**config.mk**
```make
export PLATFORM = sky130hd
export DESIGN_NAME = psram_wb_arbiter
export DESIGN_NICKNAME = d
export VERILOG_FILES = /design/src/rtl/psram_arb_pkg.sv /design/src/rtl/psram_arb_pick.sv /design/src/rtl/psram_wb_arbiter.sv
export SDC_FILE = /design/constraint.sdc
export NUM_CORES = 1
export LEC_CHECK = 0
export BUFFER_PORTS_ARGS = -buffer_cell sky130_fd_sc_hd__buf_2
export CAP_MARGIN = 10
export CORE_AREA = 2 2 124 126
export CTS_CLUSTER_SIZE = 16
export DETAILED_ROUTE_END_ITERATION = 8
export DIE_AREA = 0 0 126 128
export HOLD_SLACK_MARGIN = 0.1
export RECOVER_POWER = 100
export SLEW_MARGIN = 20
export SYNTH_ARGS = -nofsm -noshare
export SYNTH_HDL_FRONTEND = slang
export SYNTH_SLANG_ARGS = --single-unit
```
**constraint.sdc**
```tcl
create_clock -name clk_i -period 1.36 [get_ports clk_i]
set_input_delay 0.068 -clock clk_i [delete_from_list [all_inputs] [get_ports clk_i]]
set_output_delay 0.068 -clock clk_i [all_outputs]
set_load 0.02 [all_outputs]
```
**src/rtl/psram_arb_pkg.sv**
```systemverilog
// Shared encodings for the two-master PSRAM Wishbone arbiter.
package psram_arb_pkg;

  // Arbiter FSM states.
  typedef enum logic [1:0] {
    ST_IDLE = 2'd0,
    ST_BUSY = 2'd1,
    ST_GAP  = 2'd2
  } arb_state_e;

  // One-hot grant encodings, bit order {M1,M0}.
  localparam logic [1:0] GNT_NONE = 2'b00;
  localparam logic [1:0] GNT_M0   = 2'b01;
  localparam logic [1:0] GNT_M1   = 2'b10;

  // Width of the consecutive-M0-grant counter; MAX_BURST is at most 15.
  localparam int unsigned CNT_W = 4;

endpackage

```
**src/rtl/psram_arb_pick.sv**
```systemverilog
// Combinational grant pick: fixed priority to M0, except that M1 gets the
// turn once M0 has won MAX_BURST consecutive arbitrations while M1 waited.
module psram_arb_pick
  import psram_arb_pkg::*;
#(
  parameter int unsigned MAX_BURST = 4
) (
  input  logic             req0,
  input  logic             req1,
  input  logic [CNT_W-1:0] burst_cnt,
  output logic [1:0]       gnt_next
);

  localparam logic [CNT_W-1:0] MAX_CNT = CNT_W'(MAX_BURST);

  // Priority pick with starvation override.
  always_comb begin
    gnt_next = GNT_NONE;
    if (req0 && req1) begin
      gnt_next = (burst_cnt == MAX_CNT) ? GNT_M1 : GNT_M0;
    end else if (req0) begin
      gnt_next = GNT_M0;
    end else if (req1) begin
      gnt_next = GNT_M1;
    end
  end

endmodule

```
**src/rtl/psram_wb_arbiter.sv**
```systemverilog
// Two-master Wishbone classic arbiter in front of a single-port PSRAM
// controller. One master owns the controller per transaction; a mandatory
// idle cycle follows every ack so a held strobe is never seen as a new access.
module psram_wb_arbiter
  import psram_arb_pkg::*;
#(
  parameter int unsigned AW        = 32,
  parameter int unsigned DW        = 32,
  parameter int unsigned MAX_BURST = 4
) (
  input  logic            clk_i,
  input  logic            rst_i,
  // Master 0
  input  logic [AW-1:0]   m0_adr_i,
  input  logic [DW-1:0]   m0_dat_i,
  output logic [DW-1:0]   m0_dat_o,
  input  logic [DW/8-1:0] m0_sel_i,
  input  logic            m0_cyc_i,
  input  logic            m0_stb_i,
  input  logic            m0_we_i,
  output logic            m0_ack_o,
  // Master 1
  input  logic [AW-1:0]   m1_adr_i,
  input  logic [DW-1:0]   m1_dat_i,
  output logic [DW-1:0]   m1_dat_o,
  input  logic [DW/8-1:0] m1_sel_i,
  input  logic            m1_cyc_i,
  input  logic            m1_stb_i,
  input  logic            m1_we_i,
  output logic            m1_ack_o,
  // PSRAM controller
  output logic [AW-1:0]   s_adr_o,
  output logic [DW-1:0]   s_dat_o,
  input  logic [DW-1:0]   s_dat_i,
  output logic [DW/8-1:0] s_sel_o,
  output logic            s_cyc_o,
  output logic            s_stb_o,
  output logic            s_we_o,
  input  logic            s_ack_i,
  // Status
  output logic [1:0]      gnt_o,
  output logic            busy_o
);

  localparam logic [CNT_W-1:0] MAX_CNT = CNT_W'(MAX_BURST);

  // Saturating increment of the consecutive-M0 counter.
  function automatic logic [CNT_W-1:0] sat_inc(input logic [CNT_W-1:0] v,
                                               input logic [CNT_W-1:0] lim);
    return (v >= lim) ? lim : v + CNT_W'(1);
  endfunction

  arb_state_e       state_q, state_d;
  logic [1:0]       gnt_q, gnt_d;
  logic [CNT_W-1:0] burst_cnt_q, burst_cnt_d;
  logic             drop_q, drop_d;

  logic             req0, req1;
  logic [1:0]       gnt_pick;
  logic             own_cyc;
  logic             busy;
  logic             fwd_ack;

  assign req0 = m0_cyc_i & m0_stb_i;
  assign req1 = m1_cyc_i & m1_stb_i;

  psram_arb_pick #(
    .MAX_BURST (MAX_BURST)
  ) u_pick (
    .req0      (req0),
    .req1      (req1),
    .burst_cnt (burst_cnt_q),
    .gnt_next  (gnt_pick)
  );

  // Control state register; everything here is control so all of it resets.
  always_ff @(posedge clk_i) begin
    if (rst_i) begin
      state_q     <= ST_IDLE;
      gnt_q       <= GNT_NONE;
      burst_cnt_q <= '0;
      drop_q      <= 1'b0;
    end else begin
      state_q     <= state_d;
      gnt_q       <= gnt_d;
      burst_cnt_q <= burst_cnt_d;
      drop_q      <= drop_d;
    end
  end

  // Next-state: arbitrate in IDLE, wait for the controller ack in BUSY,
  // then spend exactly one GAP cycle before arbitrating again.
  always_comb begin
    state_d     = state_q;
    gnt_d       = gnt_q;
    burst_cnt_d = burst_cnt_q;
    drop_d      = drop_q;
    unique case (state_q)
      ST_IDLE: begin
        if (gnt_pick != GNT_NONE) begin
          state_d = ST_BUSY;
          gnt_d   = gnt_pick;
          drop_d  = 1'b0;
          // Count only M0 wins that made M1 wait.
          if (gnt_pick == GNT_M0 && req1) begin
            burst_cnt_d = sat_inc(burst_cnt_q, MAX_CNT);
          end else begin
            burst_cnt_d = '0;
          end
        end
      end
      ST_BUSY: begin
        // The controller cannot abort, so a master that gives up its cycle
        // only loses the ack; the access itself runs to completion.
        if (!own_cyc) begin
          drop_d = 1'b1;
        end
        if (s_ack_i) begin
          state_d = ST_GAP;
          gnt_d   = GNT_NONE;
          drop_d  = 1'b0;
        end
      end
      ST_GAP: begin
        state_d = ST_IDLE;
      end
      default: begin
        state_d = ST_IDLE;
        gnt_d   = GNT_NONE;
        drop_d  = 1'b0;
      end
    endcase
  end

  // Slave-side mux and ack routing; outputs are zero whenever not BUSY.
  always_comb begin
    busy    = (state_q == ST_BUSY);
    own_cyc = gnt_q[1] ? m1_cyc_i : m0_cyc_i;
    fwd_ack = busy & s_ack_i & ~drop_q & own_cyc;
    s_adr_o = '0;
    s_dat_o = '0;
    s_sel_o = '0;
    s_we_o  = 1'b0;
    if (busy && gnt_q[1]) begin
      s_adr_o = m1_adr_i;
      s_dat_o = m1_dat_i;
      s_sel_o = m1_sel_i;
      s_we_o  = m1_we_i;
    end else if (busy && gnt_q[0]) begin
      s_adr_o = m0_adr_i;
      s_dat_o = m0_dat_i;
      s_sel_o = m0_sel_i;
      s_we_o  = m0_we_i;
    end
    s_cyc_o  = busy;
    s_stb_o  = busy;
    m0_ack_o = fwd_ack & gnt_q[0];
    m1_ack_o = fwd_ack & gnt_q[1];
    m0_dat_o = s_dat_i;
    m1_dat_o = s_dat_i;
    gnt_o    = gnt_q;
    busy_o   = busy;
  end

endmodule

```
==> flow_summary_export.csv <==
group,metric,value,unit
outcome,status,"finished, violations left",
outcome,violations,"negative setup slack",
yosys,syn_area,0.00172,sq mm
timing,setup_viol,70,
route,vias,2293,
yosys,ys_warn_count,0,
placed_design,hpwl,7160,microns
job,max_cap_viol_count,0,
placed_design,place_congestion,0.822,
critical_path,path_class,"flip-flop to output port",
critical_path,r2r-start,"state_q[0]",
power,total_power,1.78,mW
power,power_leakage,2.12,nW
clocking,max-clock-path-buffers,2,
clocking,cts_root_buf,"clkbuf_16",
clocking,htree_levels,1,
global_route,grt_pass1_wl,12600,microns
power,internal-power,1.20,mW
critical_path,ff2ff_path_depth,6,
route,avgRoutedWirePerCell,16.9,microns
floorplanning,dieArea,0.0161,sq mm
critical_path,endpoint_kind,"output port",
global_route,grt_use_met1,14.1,%
cells_and_area,finalNetCount,568,
cells_and_area,synthToLayoutAreaGrowth,141,%
critical_path,path_cells,"nor2b_4, and3b_4, buf_8, clkbuf_16, a22o_4, buf_6",
timing,rsz0062_at_grt,"yes",
route,ant_nets,0,
yosys,synthFlopType,"dfxtp_1",
timing,report.final.slew_viol_count,0,
critical_path,slowest_stage,"dfxtp_2",
timing,timing.fmax,623,MHz
timing,finClkSkew,0.00191,ns
cells_and_area,fillers,1549,
critical_path,worstPathRequired,1.29,ns
yosys,syn_area_per_cell,8.20,sq um
timing,tightest_slew,0.282,ns
global_route,grt_antenna_before_repair,0,
yosys,synth.most_common_cell,"a22o_1",
power,p_clk_share,29.0,%
placed_design,dpl_cell_area,0.00325,sq mm
route,drtIter0Drc,67,
yosys,synth_common_cells,"a22o_1, buf_4, buf_2",
yosys,ys_top_cells_by_area,"a22o_1, buf_4, dfxtp_1",
placed_design,place_inst,555,
timing,slew_headroom,81.1,%
worst_hold_path,whs_path_depth,0,
critical_path,crit_fanout,5,
route,viasPerCell,3.98,
global_route,gr-total-overflow,0,
timing,final_hold_viol_count,0,
yosys,yosysTopAreaCellShare,35.1,%
worst_hold_path,min_to,"m0_dat_o[1]",
yosys,synth-seq-cells,9,
global_route,track_usage,9.96,%
critical_path,max_stage_delay,0.31,ns
clocking,cts_made_buffers,3,
clocking,clock-sinks,9,
floorplanning,die_w,126,microns
cells_and_area,fin_cells,576,
yosys,ys_types,35,
timing,tns,-14.96,ns
power,peakVddDrop,601,uV
global_route,grt_pass1_vias,2177,
power,p_sw_share,32.5,%
yosys,synth-async-reset-ratio,0,%
floorplanning,start_util,11.6,%
yosys,syn-num-nets,389,
floorplanning,coreArea,0.0149,sq mm
global_route,grt_max_degree,37,
power,p_comb_share,54.8,%
critical_path,r2r-end,"gnt_o[0]",
critical_path,start_kind,"flip-flop",
critical_path,cp-startpoint,"state_q[0]",
route,totalWireLength,9750,microns
worst_hold_path,hold_path.class,"primary input to output port",
placed_design,place_ws,-0.0397,ns
yosys,synth_cells,210,
floorplanning,io_pins,317,
cells_and_area,antenna_cells,0,
placed_design,io_buffer_count,220,
clocking,clk_latency,0.23,ns
yosys,synth-edff-count,0,
critical_path,critical_path_arrival,1.54,ns
timing,final.period_utilization,118,%
route,drc,0,
worst_hold_path,min_from,"s_dat_i[1]",
floorplanning,die_y,128,microns
global_route,grt.busiest_layer,"met2",
clocking,cts_tree,"done",
timing,min_period,1.61,ns
cells_and_area,drive_gt1_share,83.2,%
global_route,use_met2,15.0,%
power,p_per_area,428,mW/mm^2
yosys,yosysSeqAreaShare,10.5,%
power,p_switching,0.578,mW
power,seqPwrFrac,16.1,%
clocking,clk_pin_slew,0.04,ns
yosys,synth_top_area_cell,"a22o_1",
floorplanning,rows,45,
cells_and_area,fin_area,0.00415,sq mm
critical_path,r2r_setup_slack,0.02,ns
global_route,use_met3,2.67,%
route,dr.pass1.iters,4,
timing,fin_ws,-0.246,ns
[state kept, by name, summed over array words and instances (netlist names)]
name and count:
state_q 2, drop_q 1, gnt_o 2, burst_cnt_q 4
[cell usage in the layout (no fill, tap or decap), drive strengths merged, types with 3 or more instances in the layout]
cell type  synthesis  final
nand2              6      6
nor3               3      3
buf               83    242
and2               3      3
nor2               4      4
dfxtp              9      9
inv                4      4
a22o              69     69
clkbuf             0     18
[stage by stage]
| step | utilization (%) | hold slack [ns] |
|---|---|---|
| floorplan | - | 0.137 |
| global placement | 21.9 | 0.136 |
| detailed placement | 21.9 | 0.136 |
| CTS | 25.6 | 0.136 |
| global route | 27.9 | 0.136 |
| finish | 27.9 | 0.136 |
[cell families (layout without fill, tap and decap cells)]
group	Yosys count	after routing	share of synthesized area, %
mux	1	1	0.581
simple gates	27	27	9.44
compound gates	84	84	41.7
buf+inv	87	265	36.4
fa+ha+maj	2	2	1.45
flops	9	9	10.5
[worst max-delay path by stage]
stage / endpoint / slack (ns) / cells after the start
after floorplan: s_adr_o[17] / -0.08 / 7
after global placement: s_we_o / -0.03 / 5
after detailed placement: s_we_o / -0.04 / 5
after CTS: s_dat_o[24] / -0.27 / 6
after global routing: s_dat_o[27] / -0.29 / 6
final: s_adr_o[11] / -0.25 / 6
[cell type report]
class | instances | area, sq um | area share (%)
repair buffers | 257 | 2160 | 51.9
clock buffers | 4 | 78.8 | 1.90
well taps | 188 | 235 | 5.67
inverters | 4 | 15.0 | 0.362
multi-input cells | 114 | 1480 | 35.7
flip-flops and latches | 9 | 183 | 4.40
[power by group through the flow]
stage          registers (mW)  clock network [mW]  logic, mW
2_1_floorplan           0.300                   0      0.657
3_3_place_gp            0.290                   0      0.811
3_5_place_dp            0.291                   0      0.809
4_1_cts                 0.287               0.538      0.915
5_1_grt                 0.288               0.554       1.03
6_report                0.287               0.516      0.976
[repair_timing]
item | CTS | global route
hold buffers | 1 | 0
endpoints found under the setup margin | 71 | 72
hold endpoints to repair | 1 | 0
resized for setup | 114 | 40
cloned | 3 | 9
pin swaps | 0 | 21
buffers inserted | 3 | 1
[worst max-delay path, delay by kind of cell (launching register included)]
kind | cells | cell delay (ns)
DFF | 1 | 0.31
buffers and inverters | 3 | 0.44
AOI/OAI and AO/OA | 1 | 0.22
and+or+nand+nor | 2 | 0.33
[routing by layer]
metal	part of all wire (%)	up-vias	wire (microns)
met5	0	-	0
met4	1.7	0	163
met3	8.6	4	843
met2	45	139	4410
met1	44	1044	4330
li1	-	1106	-
(Power assumes the default switching activity.)
